File: config.mk
export PLATFORM = sky130hd
export DESIGN_NAME = fifo_wr_arb
export DESIGN_NICKNAME = d
export VERILOG_FILES = /design/src/rtl/fifo_wr_arb.sv
export SDC_FILE = /design/constraint.sdc
export NUM_CORES = 1
export LEC_CHECK = 0
export ABC_AREA = 1
export CORE_MARGIN = 5
export CORE_UTILIZATION = 46
export CTS_BUF_LIST = sky130_fd_sc_hd__clkbuf_4 sky130_fd_sc_hd__clkbuf_8
export DETAILED_ROUTE_END_ITERATION = 8
export GPL_ROUTABILITY_DRIVEN = 0
export PLACE_DENSITY = 0.75
export SLEW_MARGIN = 20
export SYNTH_ARGS = -nofsm -noshare
export SYNTH_HDL_FRONTEND = slang
export SYNTH_SLANG_ARGS = --single-unit
File: constraint.sdc
create_clock -name clk -period 2.1 [get_ports clk]
set_input_delay 0.525 -clock clk [delete_from_list [all_inputs] [get_ports clk]]
set_output_delay 0.525 -clock clk [all_outputs]
set_load 0.02 [all_outputs]
File: src/rtl/fifo_wr_arb.sv
// fifo_wr_arb: round-robin burst arbiter in front of a FIFO write port (req/req_data/fifo_full in; gnt/fifo_wr_e/fifo_wr_data/busy/cur_owner out)
module fifo_wr_arb #(
  parameter int NREQ = 4,
  parameter int DW = 2,
  parameter int MAX_BURST = 4,
  parameter int OW = 2
) (
  input  logic               clk,
  input  logic               rst,
  input  logic [NREQ-1:0]    req,
  input  logic [NREQ*DW-1:0] req_data,
  output logic [NREQ-1:0]    gnt,
  input  logic               fifo_full,
  output logic               fifo_wr_e,
  output logic [DW-1:0]      fifo_wr_data,
  output logic               busy,
  output logic [OW-1:0]      cur_owner
);
  typedef enum logic {IDLE, OWN} state_t;
  state_t state_q, state_d;
  logic [OW-1:0] owner_q, owner_d, rr_q, rr_d, nxt_ptr;
  logic [3:0] bcnt_q, bcnt_d;
  logic st_own, own, xfer, last;
  function automatic logic [OW-1:0] pick(input logic [NREQ-1:0] v, input logic [OW-1:0] p);
    logic [OW-1:0] r, i;
    r = '0;
    for (int k = NREQ - 1; k >= 0; k--) begin
      i = OW'((int'(p) + k) % NREQ);
      if (v[i]) r = i;
    end
    return r;
  endfunction
  always_comb begin
    st_own = state_q == OWN;
    own = st_own && !rst;
    xfer = own && !fifo_full && req[owner_q];
    gnt = (own && !fifo_full) ? NREQ'(1) << owner_q : '0;
    fifo_wr_e = xfer;
    fifo_wr_data = xfer ? req_data[owner_q*DW +: DW] : '0;
    last = own && (!req[owner_q] || (xfer && bcnt_q == 4'(MAX_BURST - 1)));
    nxt_ptr = (int'(owner_q) == NREQ - 1) ? '0 : owner_q + 1'b1;
    state_d = (|req || (st_own && !last)) ? OWN : IDLE;
    owner_d = last ? (|req ? pick(req, nxt_ptr) : '0) : st_own ? owner_q : pick(req, rr_q);
    rr_d = last ? nxt_ptr : rr_q;
    bcnt_d = (last || !st_own) ? '0 : bcnt_q + 4'(xfer);
  end
  always_ff @(posedge clk) begin
    if (rst) begin
      state_q <= IDLE;
      owner_q <= '0;
      rr_q <= '0;
      bcnt_q <= '0;
    end else begin
      state_q <= state_d;
      owner_q <= owner_d;
      rr_q <= rr_d;
      bcnt_q <= bcnt_d;
    end
  end
  assign busy = st_own;
  assign cur_owner = owner_q;
endmodule

==> results of run 1 <==
==> power by group through the flow <==
stage | combinational (W) | sequential, W | clock (W)
after floorplan | 0.000328 | 0.000211 | 0
after global placement | 0.000488 | 0.000203 | 0
after detailed placement | 0.000498 | 0.000203 | 0
after CTS | 0.000498 | 0.000199 | 0.000151
after global routing | 0.000563 | 0.000201 | 0.000164
final | 0.000497 | 0.000199 | 0.000146
==> flip-flops by register name (all words and copies together), names as in the netlist <==
name / cells
rr_q: 2
bcnt_q: 4
busy: 1
cur_owner: 2
==> routing by layer <==
layer  GRT usage  part of all wire  routed length (um)  up-vias
met5           0                 0                   0        -
met4      0.0331            0.0082                  21        0
met3      0.0271             0.048                 124        4
met2       0.302              0.50                1270       30
met1       0.209              0.44                1140      552
li1            -                 -                   -      645
==> metrics by stage <==
| step | cell area (um^2) | util | setup TNS (ns) | total power (W) |
|---|---|---|---|---|
| after floorplan | 1030 | - | 0 | 0.000539 |
| after global placement | 1410 | 0.650 | -3.86 | 0.000690 |
| after detailed placement | 1410 | 0.650 | -4.05 | 0.000701 |
| after CTS | 1440 | 0.663 | 0 | 0.000849 |
| after global routing | 1420 | 0.654 | 0 | 0.000928 |
| final | 1420 | 0.654 | 0 | 0.000842 |
==> kinds of logic (layout without fill, tap and decap cells) <==
group | count (synthesis) | count (layout)
flops | 9 | 9
xor+xnor | 2 | 2
fa+ha+maj | 6 | 6
simple gates | 121 | 121
buf+inv | 28 | 72
compound gates | 13 | 13
==> worst max-delay path, cell delays in order <==
cell and delay (ns):
clkdlybuf4s50_1 0.46, nor2_1 0.04, nor2_1 0.07, o21ai_0 0.09, a21oi_1 0.15, buf_4 0.16
==> worst max path at each step <==
stage	startpoint	end
after floorplan	cur_owner[0]	fifo_wr_data[0]
after global placement	req[1]	fifo_wr_data[0]
after detailed placement	req[1]	fifo_wr_data[0]
after CTS	fifo_full	gnt[0]
after global routing	req_data[0]	fifo_wr_data[0]
final	req_data[0]	fifo_wr_data[0]
==> cell type report <==
class                      count  area (um^2)  area share
multi-input combinational    142          734       0.518
tap                           28         35.0      0.0247
sequential                     9          180       0.127
inverter                      26          100      0.0705
timing repair buffer          42          339       0.239
clock buffer                   4         30.0      0.0212
==> cells in the mapped netlist <==
| master | instances |
|---|---|
| xor2_1 | 1 |
| nand2_2 | 6 |
| ha_1 | 6 |
| nor2_4 | 1 |
| o21ai_0 | 7 |
| inv_4 | 1 |
| nor2_2 | 2 |
| nand2_4 | 6 |
| nand2_1 | 58 |
| inv_2 | 2 |
| buf_6 | 1 |
| a21oi_1 | 5 |
| a21boi_2 | 1 |
| xnor2_1 | 1 |
| nor4_1 | 1 |
| nand3_1 | 26 |
| nor3_1 | 1 |
| buf_4 | 1 |
| dfxtp_1 | 9 |
| nor2_1 | 20 |
| inv_1 | 23 |
==> repair_timing <==
item,4_1_cts,5_1_grt
gates cloned,0,0
resized for setup,34,3
endpoints found under the setup margin,7,3
buffers inserted,1,0
pin swaps,1,0
==> metrics.txt, run 1 <==
pre-CTS setup slack -0.573 ns; Vias/cell just under 5; Lkg Pwr approximately 0.79 nW; WP data required ~1.6 ns; final slew viol count 0; hold crit path type flip-flop to flip-flop; CTS root buf clkbuf_4; Starting Density 0.473; largest net degree at the start of global routing 11; wirelength, routed between 2 and 3 mm; first-pass GRT wire length ~4.6 mm; commonest non-fill, non-tap cell in the layout nand2_1; mapped cell area slightly above 1000 um^2; die footprint between 3000 and 4000 um^2; Synth Instances ~180; Die H approximately 57 um; Max rail drop VDD about 0.43 mV; vias between 1000 and 1500; Crit Reg-Reg Endpoint cur_owner[0]; post-DP HPWL roughly 2.2 mm; Worst R2R Setup Slack ~0.23 ns; Simple-Gate Fraction of Synth Area 0.549; minimum clock period a little over 2 ns; Remaining DRCs 0; pwr dens ~590 nW/um^2; main combinational cell family by area after synthesis simple AND/OR/NAND/NOR gates; fraction of the yosys area taken by sequential cells 0.176; post-synthesis compound-gate area fraction 0.0695; #FFs+latches synth 9; Min-Delay Startpoint bcnt_q[3]; Critical Path End Type output pin; CTS Buf Count 3; yosys warns 0; clock power share 0.174; commonest non-fill, non-tap cells in the layout 57 x nand2_1, 26 x nand3_1, 23 x inv_1; hold_ws between 0.5 and 0.6 ns; GRT Util Overall 0.168; slew of the pin with the lowest slew margin between 0.3 and 0.4 ns; crit share post-route 0.961; Post-layout nets between 200 and 250; Hold EP bcnt_q[3]; NetSw 0.000364 W; Avg Inst Size Synth around 5.7 um^2; initial drt markers 40; CTS clk-pin slew, worst paths about 0.06 ns; maximum clock path buffer count 2; Fin. Hold Viols 0; outcome finished, final reports clean; layout cells sized above 1 0.220; # IOs 25; worst r2r path cells 14; later-pin clock latency in the skew report about 0.26 ns; # setup viols final 0; Synth top area share 0.212; Yosys top cell by area nand2_1; CTS sink count 9; fillers between 200 and 250; placed cells around 250; First-pass DRT Iterations 4; area share of fa/ha/maj cells after synthesis 0.0732; Comb pwr share 0.590; detail-routed net length per standard cell 10.2 um; fmax just under 500 MHz; Final Skew roughly 0.0064 ns; H-tree Lvls 1; library cells used by synthesis 21; diode count 0; mux contribution to synthesized area 0; Post-CTS Hold Fix Bufs 0; Worst EP arrival between 1 and 1.5 ns; RR Startpoint cur_owner[0]; Int Power between 0.0004 and 0.0005 W; RSZ-0062 raised after global routing no; Sequential Power Share 0.237; Post-DRT Antenna Nets 0; Worst Path Max Fanout 1; Placeable Area 2170 um^2; Post-Layout Cell Count roughly 250; xor and xnor area share after synthesis 0.0171; initial antenna violation count 0; Die Width about 57 um; hold path depth 2; vias in the first global route ~1100; top cells by area, synth nand2_1 21%, dfxtp_1 18%, nand3_1 13%; Core Rows 17; P&R area growth vs syn 38.3%; CTS tree done; fin worst setup slack 0.0812 ns; sw frac 0.433; post-synth net total 200; maxcap violations 0; GRT overflow 0; Setup CP Type primary input to output pin; Worst setup SP type primary input; I/O Buffers 24; Max-slew headroom 0.757
(Power assumes the default switching activity.)
==> run 2, diff against run 1 <==
--- a/config.mk
+++ b/config.mk
@@ -9,6 +9,7 @@
 export CORE_MARGIN = 5
 export CORE_UTILIZATION = 46
 export CTS_BUF_LIST = sky130_fd_sc_hd__clkbuf_4 sky130_fd_sc_hd__clkbuf_8
+export CTS_CLUSTER_SIZE = 40
 export DETAILED_ROUTE_END_ITERATION = 8
 export GPL_ROUTABILITY_DRIVEN = 0
 export PLACE_DENSITY = 0.75
==> results of run 2 <==
No change in the layout: final DEF, timing and power equal those of run 1.
==> run 3, diff against run 2 <==
--- a/config.mk
+++ b/config.mk
@@ -13,6 +13,7 @@
 export DETAILED_ROUTE_END_ITERATION = 8
 export GPL_ROUTABILITY_DRIVEN = 0
 export PLACE_DENSITY = 0.75
+export SKIP_CTS_REPAIR_TIMING = 1
 export SLEW_MARGIN = 20
 export SYNTH_ARGS = -nofsm -noshare
 export SYNTH_HDL_FRONTEND = slang
==> metrics.txt, run 3 (synthesis results as in run 1) <==
outcome finished, final reports clean; max FFs per register 4; placed cells roughly 250; CTS tree done; Min-Delay Startpoint rst; Worst Path Max Fanout 1; wirelength, routed roughly 2.6 mm; P&R area growth vs syn 41.0%; post-DP HPWL 2.17 mm; pwr dens slightly below 600 nW/um^2; first-pass GRT wire length roughly 4.6 mm; Fin. Hold Viols 0; Setup CP Type primary input to output pin; worst r2r path cells 14; die footprint between 3000 and 4000 um^2; layout cells sized above 1 0.229; First-pass DRT Iterations 5; Worst setup SP type primary input; GRT Util Overall 0.168; Crit Reg-Reg Endpoint cur_owner[0]; Hold EP busy; pre-CTS setup slack -0.573 ns; Worst R2R Setup Slack 0.23 ns; WP data required ~1.6 ns; H-tree Lvls 1; commonest non-fill, non-tap cell in the layout nand2_1; Lkg Pwr between 0.8 and 0.9 nW; crit share post-route 0.974; hold crit path type primary input to flip-flop; Die H roughly 57 um; diode count 0; Tot Pwr around 0.00085 W; most flop-heavy register bcnt_q; final slew viol count 0; # setup viols final 0; fmax approximately 490 MHz; Placeable Area ~2200 um^2; Starting Density 0.473; I/O Buffers 24; maximum clock path buffer count 2; Post-layout nets ~250; Remaining DRCs 0; Max rail drop VDD 0.425 mV; Vias/cell 4.99; CTS Buf Count 3; CTS root buf clkbuf_4; Post-Layout Cell Count between 200 and 300; Final Util 0.667; vias around 1300; fin worst setup slack 0.0549 ns; largest net degree at the start of global routing 11; detail-routed net length per standard cell 10.3 um; vias in the first global route between 1000 and 1500; initial antenna violation count 0; commonest non-fill, non-tap cells in the layout 57 x nand2_1, 26 x nand3_1, 22 x inv_1, 22 x buf_4, 20 x nor2_1; GRT overflow 0; RR Startpoint cur_owner[0]; minimum clock period about 2 ns; hold path depth 2; maxcap violations 0; initial drt markers 44; fillers about 200; Max-slew headroom 0.760; Critical Path End Type output pin; Worst EP arrival 1.52 ns; CTS clk-pin slew, worst paths approximately 0.060 ns; # IOs 25; later-pin clock latency in the skew report around 0.26 ns; Post-DRT Antenna Nets 0; Core Rows 17; slew of the pin with the lowest slew margin about 0.36 ns; CTS sink count 9; Die Width between 50 and 60 um; Final Skew approximately 0.0075 ns
run 3: cell types whose count changed in the layout (fill, tap and decap cells not counted), sizes merged:
cell and delta:
buf -2, clkbuf +2, dlygate4sd2 -5, dlymetal6s2s +5
run 3: worst max-delay path by stage:
stage                     cells past startpoint          from  slack (ns)              end
after CTS                                     8        req[3]       -0.58  fifo_wr_data[0]
after global placement                        8        req[1]       -0.57  fifo_wr_data[0]
after detailed placement                      8        req[1]       -0.57  fifo_wr_data[0]
after floorplan                               7  cur_owner[0]        0.19  fifo_wr_data[0]
after global routing                          6   req_data[5]       -0.03  fifo_wr_data[1]
final                                         6   req_data[5]        0.05  fifo_wr_data[1]
run 3: cell type report:
cell class / instances / area (um^2) / share of cell area
Clock buffer: 4 / 30.0 / 0.0208
Inverter: 26 / 100 / 0.0692
Multi-Input combinational cell: 142 / 738 / 0.510
Sequential cell: 9 / 180 / 0.125
Tap cell: 28 / 35.0 / 0.0242
Timing Repair Buffer: 42 / 363 / 0.251
run 3: metal layers:
metal	wire, um	track usage	share of wire	vias to the layer above
li1	-	-	-	646
met1	1130	0.215	0.44	560
met2	1300	0.297	0.50	45
met3	136	0.0271	0.053	2
met4	6	0.0331	0.0023	0
met5	0	0	0	-
run 3: critical path, stage by stage:
cell	delay [ns]
clkdlybuf4s50_1	0.45
nor2_1	0.04
nor2_1	0.11
o21ai_0	0.12
a21oi_2	0.13
buf_4	0.14
run 3: power by group:
part / leakage [nW] / internal, W / total (W) / switching (W)
clock network: 0.0184 / 0.0000860 / 0.000145 / 0.0000591
registers: 0.0734 / 0.000183 / 0.000199 / 0.0000161
logic: 0.734 / 0.000211 / 0.000502 / 0.000291
run 3: through the flow:
step           TNS (ns)  instance area [um^2]  hold WS, ns
5_1_grt         -0.0268                  1450        0.487
2_1_floorplan         0                  1030        0.495
4_1_cts           -3.62                  1440        0.551
3_3_place_gp      -3.86                  1410        0.516
6_report              0                  1450        0.480
3_5_place_dp      -4.05                  1410        0.535
